File: src/rtl/three_to_eight_decoder_if.sv
`default_nettype none
// ============================================================================
// Module   : three_to_eight_decoder_if
// Brief    : Function-select bus between the instruction field and the ALU.
// Revision : 1.0 - initial release
// ============================================================================
interface three_to_eight_decoder_if;
    logic       load;
    logic [2:0] fctn_code;
    logic       enable;
    logic [2:0] fctn_latched;
    logic [7:0] op_onehot;
    logic       op_changed;
    logic       op_valid;

    modport master (
        output load, fctn_code, enable,
        input  fctn_latched, op_onehot, op_changed, op_valid
    );

    modport slave (
        input  load, fctn_code, enable,
        output fctn_latched, op_onehot, op_changed, op_valid
    );
endinterface
`default_nettype wire

File: src/rtl/three_to_eight_decoder.sv
`default_nettype none
// ============================================================================
// Module   : three_to_eight_decoder
// Brief    : Latches a 3-bit ALU function code; drives a gated MSB-first one-hot.
// Revision : 1.0 - initial release
// ============================================================================
module three_to_eight_decoder #(
    parameter logic [2:0] RESET_CODE = 3'b111
) (
    input  wire logic               clk,
    input  wire logic               reset_n,
    three_to_eight_decoder_if.slave bus
);

    localparam logic [7:0] C_MSB_SEL = 8'b1000_0000;

    logic [2:0] r_fctn;
    logic       r_changed;
    logic [7:0] w_onehot;
    logic       w_valid;

    always_ff @(posedge clk or negedge reset_n) begin
        if (!reset_n) begin
            r_fctn    <= RESET_CODE;
            r_changed <= 1'b0;
        end else if (bus.load) begin
            r_fctn    <= bus.fctn_code;
            r_changed <= (bus.fctn_code != r_fctn);
        end else begin
            r_changed <= 1'b0;
        end
    end

    // Code 0 selects bit 7, so shift the MSB down rather than bit 0 up.
    always_comb begin
        w_onehot = 8'h00;
        if (bus.enable) begin
            w_onehot = C_MSB_SEL >> r_fctn;
        end
    end

    assign w_valid = (w_onehot != 8'h00) && ((w_onehot & (w_onehot - 8'd1)) == 8'h00);

    assign bus.fctn_latched = r_fctn;
    assign bus.op_onehot    = w_onehot;
    assign bus.op_changed   = r_changed;
    assign bus.op_valid     = w_valid;

endmodule
`default_nettype wire

File: src/flat_wrapper.sv
// flat-port wrapper written by rule: the top's interface ports become plain ports
module three_to_eight_decoder_flat 
#(
    parameter logic [2:0] RESET_CODE = 3'b111
)
  (clk, reset_n, bus_load, bus_fctn_code, bus_enable, bus_fctn_latched, bus_op_onehot, bus_op_changed, bus_op_valid);
  three_to_eight_decoder_if bus_i ();
  input  wire logic clk;
  input  wire logic reset_n;
  input wire logic [$bits(bus_i.load)-1:0] bus_load;
  input wire logic [$bits(bus_i.fctn_code)-1:0] bus_fctn_code;
  input wire logic [$bits(bus_i.enable)-1:0] bus_enable;
  output wire logic [$bits(bus_i.fctn_latched)-1:0] bus_fctn_latched;
  output wire logic [$bits(bus_i.op_onehot)-1:0] bus_op_onehot;
  output wire logic [$bits(bus_i.op_changed)-1:0] bus_op_changed;
  output wire logic [$bits(bus_i.op_valid)-1:0] bus_op_valid;
  assign bus_i.load = bus_load;
  assign bus_i.fctn_code = bus_fctn_code;
  assign bus_i.enable = bus_enable;
  assign bus_fctn_latched = bus_i.fctn_latched;
  assign bus_op_onehot = bus_i.op_onehot;
  assign bus_op_changed = bus_i.op_changed;
  assign bus_op_valid = bus_i.op_valid;
  three_to_eight_decoder #(.RESET_CODE(RESET_CODE)) u_core (.clk(clk), .reset_n(reset_n), .bus(bus_i));
endmodule
File: config.mk
export PLATFORM = sky130hd
export DESIGN_NAME = three_to_eight_decoder_flat
export DESIGN_NICKNAME = d
export VERILOG_FILES = /design/src/rtl/three_to_eight_decoder_if.sv /design/src/rtl/three_to_eight_decoder.sv /design/src/flat_wrapper.sv
export SDC_FILE = /design/constraint.sdc
export NUM_CORES = 1
export LEC_CHECK = 0
export CORE_AREA = 8 8 45 47
export CTS_CLUSTER_SIZE = 8
export DETAILED_ROUTE_END_ITERATION = 7
export DIE_AREA = 0 0 53 55
export HOLD_SLACK_MARGIN = 0.02
export PLACE_DENSITY_LB_ADDON = 0.2
export SKIP_LAST_GASP = 1
export SLEW_MARGIN = 20
export SYNTH_ARGS = -nofsm -noshare
export SYNTH_HDL_FRONTEND = slang
export SYNTH_SLANG_ARGS = --single-unit
File: constraint.sdc
create_clock -name clk -period 0.95 [get_ports clk]
set_input_delay 0.2375 -clock clk [delete_from_list [all_inputs] [get_ports clk]]
set_output_delay 0.2375 -clock clk [all_outputs]
set_load 0.005 [all_outputs]
== Yosys cells after proc, flatten, opt, wreduce, memory -nomap -nowiden ==
Cells that the tools add are included.

* Register bits: 4
* Output and inout bits: 13
* Word-level logic and storage cells: 11

* Add/subtract/negate cells: 1
* Equal/unequal tests: 1
* Shifts and indexed selects: 1
* Mux-type cells: 2
* Bitwise operators: 1
* Reduce and logical (&&, ||, !) cells: 3

{| class="wikitable"
|+ Operators by type and width
! operator !! count
|-
| $and 8x8->8 || 1
|-
| $logic_not 8->1 || 1
|-
| $mux 8 || 1
|-
| $reduce_bool 8->1 || 1
|-
| $shr 8x3->8 const A || 1
|-
| $sub 8x1->8 const B || 1
|-
| $ne 3x3->1 || 1
|-
| $logic_and 1x1->1 || 1
|-
| $mux 1 || 1
|}

== Logic depth before layout (Yosys ltp) ==
Gate-level depths: netlist (run 1).

* Depth in word-level cells: 6
* Depth in mapped cells: 2
* Mapped depth without buffers: 2

== Worst setup path after synthesis (run 1) ==
OpenSTA, ideal clock, no wires.

* Path kind: flip-flop to output port
* Start point: reg u_core.r_fctn[0], in the netlist u_core.bus.fctn_latched[0]
* End point: out bus_op_onehot[6]
* Data arrival time: 811 ps
* Setup slack: -98 ps
* Stages on the path, launching flop included: 3
* Buffers on the path: 0
* Path through: dfstp_2 -> nand2_1 -> nor3_1

* Longest elaborated chain between the ends: 2

{| class="wikitable"
|+ Ends and longest elaborated chain
! element !! RTL line !! RTL
|-
| from (decl) || three_to_eight_decoder.sv:17 || <nowiki>logic [2:0] r_fctn;</nowiki>
|-
| from (signal assigned) || three_to_eight_decoder.sv:27 || <nowiki>r_fctn <= bus.fctn_code;</nowiki>
|-
| $shr 8x3->8 || three_to_eight_decoder.sv:38 || <nowiki>w_onehot = C_MSB_SEL >> r_fctn;</nowiki>
|-
| $mux 8 || three_to_eight_decoder.sv:37 || <nowiki>if (bus.enable) begin</nowiki>
|-
| to (decl) || flat_wrapper.sv:14 || <nowiki>output wire logic [$bits(bus_i.op_onehot)-1:0] bus_op_onehot;</nowiki>
|}

Every way passes these cells.

== Worst setup path after layout (run 1) ==
* Start point: reg u_core.r_fctn[2], in the netlist u_core.bus.fctn_latched[2]
* End point: out bus_op_onehot[5]

The elaborated chain is that of the path after synthesis.

==> run_results.csv, run 1 <==
group,metric,value,unit
outcome,outcome,"finished with violations",
outcome,violations,"negative setup slack",
route,wl,973,µm
sta,timing.slew.headroom,0.8602,
global_route,grt_pass1_wl,1490,µm
synth,netlist_area,235.2,µm²
worst_setup_path,path_cells,"buf_6 > nand2b_4 > nor2_2 > buf_2",
global_route,antenna_found_initial,0,
clock_tree,cts.path.max_buffers,2,
clock_tree,root_buffer,"clkbuf_4",
die,core,0.001384,mm²
layout,design_area,584.3,µm²
layout,diodes,0,
sta,totalNegativeSetupSlack,-4956,ps
route,drtPass1Iterations,1,
power,powerDensity,1261,mW/mm²
run,cap_violations,0,
die,chipWidth,53,µm
layout,mostFrequentLayoutCells,"buf_2 (10), buf_6 (10), clkdlybuf4s50_1 (4)",
layout,stdcell_count,74,
global_route,grt_max_degree,5,
layout,areaGrowthSynthToFinish,148.4,%
placement,place_hpwl,705.5,µm
placement,dp.cells,64,
worst_setup_path,critPathBufInv,2,
worst_setup_path,crit_required,710,ps
sta,period_needed,1406,ps
worst_setup_path,critPathLaunchType,"flop",
layout,fillCellCount,151,
sta,hold_ws,205.1,ps
synth,syn_nets,32,
clock_tree,clock_latency,240,ps
sta,setup_viol,16,
worst_setup_path,critical-path-top-delay-family,"flip-flops",
power,p_leak,0.2917,nW
route,route.detailed.drc,0,
layout,fin_util,0.4222,
sta,rsz0062_at_grt,"yes",
placement,gp_congestion,0.7972,
route,drt_iter0_markers,0,
route,ant_nets,0,
clock_tree,numCtsBuffers,3,
sta,fmax,0.7112,GHz
layout,nets,66,
clock_tree,path_clk_slew,40,ps
route,viasPerCell,4.270,
synth,synth_warnings,0,
worst_setup_path,crit_type,"reg2out",
global_route,overflow,0,
sta,worst-slew-pin-transition,209.8,ps
placement,place_area,479.2,µm²
worst_setup_path,cp_slowest_cell,"dfstp_2",
synth,synth_cell_types,11,
clock_tree,hold_buffers,0,
sta,timing.final.crit_share,1.480,
clock_tree,cts.sinks,4,
worst_setup_path,r2r_start,"u_core.bus.fctn_latched[0]",
synth,syn_inst,25,
min_path,worstHoldPathType,"in2async",
layout,drive_above_1_share,0.7414,
worst_setup_path,crit_path_max_incr_delay,540,ps
placement,numPortBuffers,19,
sta,final_max_slew_viol_count,0,
synth,syn_avg_cell_area,9.409,µm²
global_route,grt_pass1_vias,338,
global_route,grt_usage,0.07432,
worst_setup_path,crit_path_end_kind,"output pin",
route,wire_per_inst,13.15,µm
worst_setup_path,crit_arrival,1170,ps
die,start_util,0.1700,
power,ir_worst_vdd,0.6893,mV
sta,skew,7.479,ps
die,die_area,0.002915,mm²
worst_setup_path,cp_max_fo,4,
clock_tree,tritoncts,"yes",
die,die_h,55,µm
synth,synth_seq_area_share,0.4415,
die,design.portCount,20,
worst_setup_path,crit_start,"u_core.bus.fctn_latched[2]",
sta,hold_viol_final,0,
clock_tree,htree_levels,1,
die,num_rows,14,
route,vias,316,
synth,yosys_register_bits,4,
sta,fin_ws,-456.2,ps
## registers in the layout (all words and copies together), names as in the netlist
signal	cells
u_core.bus.op_changed	1
u_core.bus.fctn_latched	3
## metal layers
layer / vias to the layer above / routed length, µm / GRT usage
li1: 147 / - / -
met5: - / 0 / 0
met3: 4 / 124 / 0.03209
met4: 0 / 30 / 0.07759
met1: 147 / 339 / 0.05471
met2: 18 / 478 / 0.1367
## timing repair
item / in CTS / in global routing
cloned: 0 / 0
gates resized for setup: 74 / 2
setup buffers: 10 / 1
pin swaps: 6 / 2
endpoints found under the setup margin: 17 / 16
## cell families after synthesis
| logic type | Yosys count | share of synthesized area |
|---|---|---|
| muxes | 3 | 0.1436 |
| xor gates and xnor gates | 3 | 0.1117 |
| buffers and inverters | 1 | 0.01594 |
| AOI/OAI and AO/OA | 1 | 0.03724 |
| and+or+nand+nor | 13 | 0.2500 |
| DFF | 4 | 0.4415 |
## cell usage after synthesis
master / instances / area, µm²
nor2_1: 6 / 22.52
dfstp_2: 3 / 78.83
nand2b_1: 3 / 18.77
xor2_1: 3 / 26.28
mux2_1: 2 / 22.52
nand2_1: 2 / 7.510
nor3_1: 2 / 10.01
clkbuf_1: 1 / 3.750
dfrtp_1: 1 / 25.02
mux2_2: 1 / 11.26
o31a_1: 1 / 8.760
## layout make-up
cell class / count / area [µm²] / share of cell area
multi-input combinational: 20 / 180.2 / 0.3084
sequential: 4 / 103.9 / 0.1777
timing repair buffer: 30 / 254.0 / 0.4347
tap: 16 / 20.02 / 0.03426
clock buffer: 4 / 26.28 / 0.04497
## worst register-to-register path: cells and delay by family, from the launching register on
family          cells  cell delay, ps
flops               1             540
buf+inv             3             280
compound gates      1             280
xor+xnor            1              60
## power by group
part	total (mW)	switching, mW	internal, mW
Combinational	0.296	0.112	0.184
Sequential	0.210	0.0115	0.198
Clock	0.231	0.0731	0.158
## worst paths after layout
path	end	slack (ps)	cells after the start
worst min register to register	u_core.bus.fctn_latched[1]	870	3
max in group asynchronous	u_core.bus.fctn_latched[2]	500	1
worst min-delay path	u_core.bus.op_changed	210	1
worst max-delay path	bus_op_onehot[5]	-460	4
worst max register to register	u_core.bus.op_changed	-320	5
min in group clk	u_core.bus.op_changed	460	2
## metrics by stage
stage,setup WS [ps],power [mW]
final,-456.2,0.7368
after global placement,-798.0,0.4200
after global routing,-504.6,0.7912
after floorplan,-96.53,0.2790
after CTS,-459.1,0.7469
after detailed placement,-828.3,0.4249
(Power assumes the default switching activity.)
==> run 2: changes to the inputs <==
--- a/config.mk
+++ b/config.mk
@@ -9,6 +9,8 @@
 export CTS_CLUSTER_SIZE = 8
 export DETAILED_ROUTE_END_ITERATION = 7
 export DIE_AREA = 0 0 53 55
+export DONT_BUFFER_PORTS = 1
+export GPL_TIMING_DRIVEN = 0
 export HOLD_SLACK_MARGIN = 0.02
 export PLACE_DENSITY_LB_ADDON = 0.2
 export SKIP_LAST_GASP = 1
==> run_results.csv, run 2 (synthesis gave the netlist of run 1 again) <==
group,metric,value,unit
outcome,outcome,"finished with violations",
outcome,violations,"negative setup slack",
route,wire_per_inst,15.28,µm
clock_tree,cts.path.max_buffers,2,
placement,gp_congestion,0.7146,
worst_setup_path,critical-path-top-delay-family,"flip-flops",
global_route,antenna_found_initial,0,
clock_tree,root_buffer,"clkbuf_4",
route,viasPerCell,4.435,
clock_tree,clock_latency,230,ps
route,drtPass1Iterations,1,
worst_setup_path,crit_path_max_incr_delay,650,ps
global_route,grt_usage,0.05528,
placement,numPortBuffers,0,
worst_setup_path,cp_max_fo,8,
clock_tree,tritoncts,"yes",
route,wl,703,µm
layout,largest_reg_flops,3,
power,ir_worst_vdd,0.5529,mV
min_path,min_from,"bus_load",
clock_tree,numCtsBuffers,3,
global_route,grt_max_degree,9,
sta,fmax,0.7356,GHz
layout,nets,38,
sta,hold_viol_final,0,
die,core,0.001384,mm²
sta,rsz0062_at_grt,"yes",
global_route,grt_pass1_wl,1055,µm
power,p_leak,0.1358,nW
route,vias,204,
die,start_util,0.1700,
worst_setup_path,crit_type,"reg2out",
die,die_area,0.002915,mm²
worst_setup_path,cp_slowest_cell,"dfstp_2",
die,chipWidth,53,µm
clock_tree,cts.sinks,4,
sta,skew,3.892,ps
sta,timing.slew.headroom,0.8377,
route,drt_iter0_markers,0,
layout,stdcell_count,46,
worst_setup_path,path_cells,"nand2b_4 > nor2_2",
route,route.detailed.drc,0,
power,powerDensity,1634,mW/mm²
die,die_h,55,µm
sta,period_needed,1359,ps
die,design.portCount,20,
min_path,worstHoldPathType,"in2reg",
worst_setup_path,crit_path_end_kind,"output pin",
global_route,grt_pass1_vias,226,
worst_setup_path,crit_start,"u_core.bus.fctn_latched[1]",
sta,final_max_slew_viol_count,0,
sta,fin_ws,-409.4,ps
sta,timing.final.crit_share,1.431,
worst_setup_path,crit_arrival,1120,ps
global_route,overflow,0,
layout,final_common_cell,"nor2_2",
die,num_rows,14,
placement,dp.cells,41,
sta,setup_viol,12,
worst_setup_path,critPathLaunchType,"flop",
layout,drive_above_1_share,0.6333,
worst_setup_path,r2r_start,"u_core.bus.fctn_latched[1]",
layout,diodes,0,
clock_tree,htree_levels,1,
worst_setup_path,crit_required,710,ps
layout,mostFrequentLayoutCells,"nor2_2 (5), nand2b_4 (3), xor2_1 (3), clkbuf_4 (3), dfstp_2 (3)",
layout,areaGrowthSynthToFinish,48.40,%
route,ant_nets,0,
clock_tree,path_clk_slew,40,ps
sta,worst-slew-pin-transition,241.5,ps
worst_setup_path,critPathBufInv,0,
layout,fin_util,0.2523,
run,cap_violations,0,
[run 2: cell types whose count changed in the layout (fill, tap and decap cells not counted), moves of 2 or more]
cell	previous run	this run
buf_2	10	0
clkdlybuf4s50_1	4	0
nor2_2	3	5
mux2_1	0	2
nor2_1	3	0
dlygate4sd2_1	2	0
buf_6	10	0
mux2_4	2	0
buf_4	3	0
[run 2: power breakdown]
part / internal, mW / switching [mW] / total (mW)
Clock: 0.158 / 0.0706 / 0.228
Sequential: 0.200 / 0.0423 / 0.242
Combinational: 0.0547 / 0.0454 / 0.100
[run 2: timing repair]
item	CTS	global route
endpoints found under the hold margin	4	0
hold buffers	1	0
pin swaps	4	3
setup endpoints to repair	12	12
gates resized for setup	11	3
buffers inserted	0	0
[run 2: area by class of cell]
cell class	count	area, µm²
clock buffers	4	26.28
well taps	16	20.02
fillers	149	1035
flip-flops and latches	4	103.9
plain buffers	1	3.754
multi-input cells	20	185.2
repair buffers	1	10.01
[run 2: path summary, 6_finish.rpt]
check,endpoint,slack (ps),cells after the start
max,bus_op_onehot[2],-410,2
min,u_core.bus.op_changed,120,1
max reg2reg,u_core.bus.op_changed,-210,2
min reg2reg,u_core.bus.fctn_latched[0],690,1
max in group asynchronous,u_core.bus.fctn_latched[1],440,1
min in group asynchronous,u_core.bus.op_changed,270,1
[run 2: stage by stage]
step	hold WS, ps	setup slack (ps)	setup TNS, ps	total power, mW	cell area (µm²)
after floorplan	-58.09	-96.53	-570.3	0.2790	235.2
after global placement	-57.98	-203.2	-1210	0.2956	255.2
after detailed placement	-57.98	-202.8	-1282	0.2978	255.2
after CTS	120.9	-407.7	-3756	0.5709	336.6
after global routing	110.9	-469.0	-4458	0.6193	349.1
final	124.0	-409.4	-3791	0.5705	349.1
[run 2: routing by layer]
| layer | wire length, µm | global-route usage | vias to the layer above |
|---|---|---|---|
| met3 | 124 | 0.03743 | 2 |
| li1 | - | - | 91 |
| met1 | 205 | 0.03817 | 93 |
| met4 | 12 | 0.06466 | 0 |
| met5 | 0 | 0 | - |
| met2 | 359 | 0.09180 | 18 |
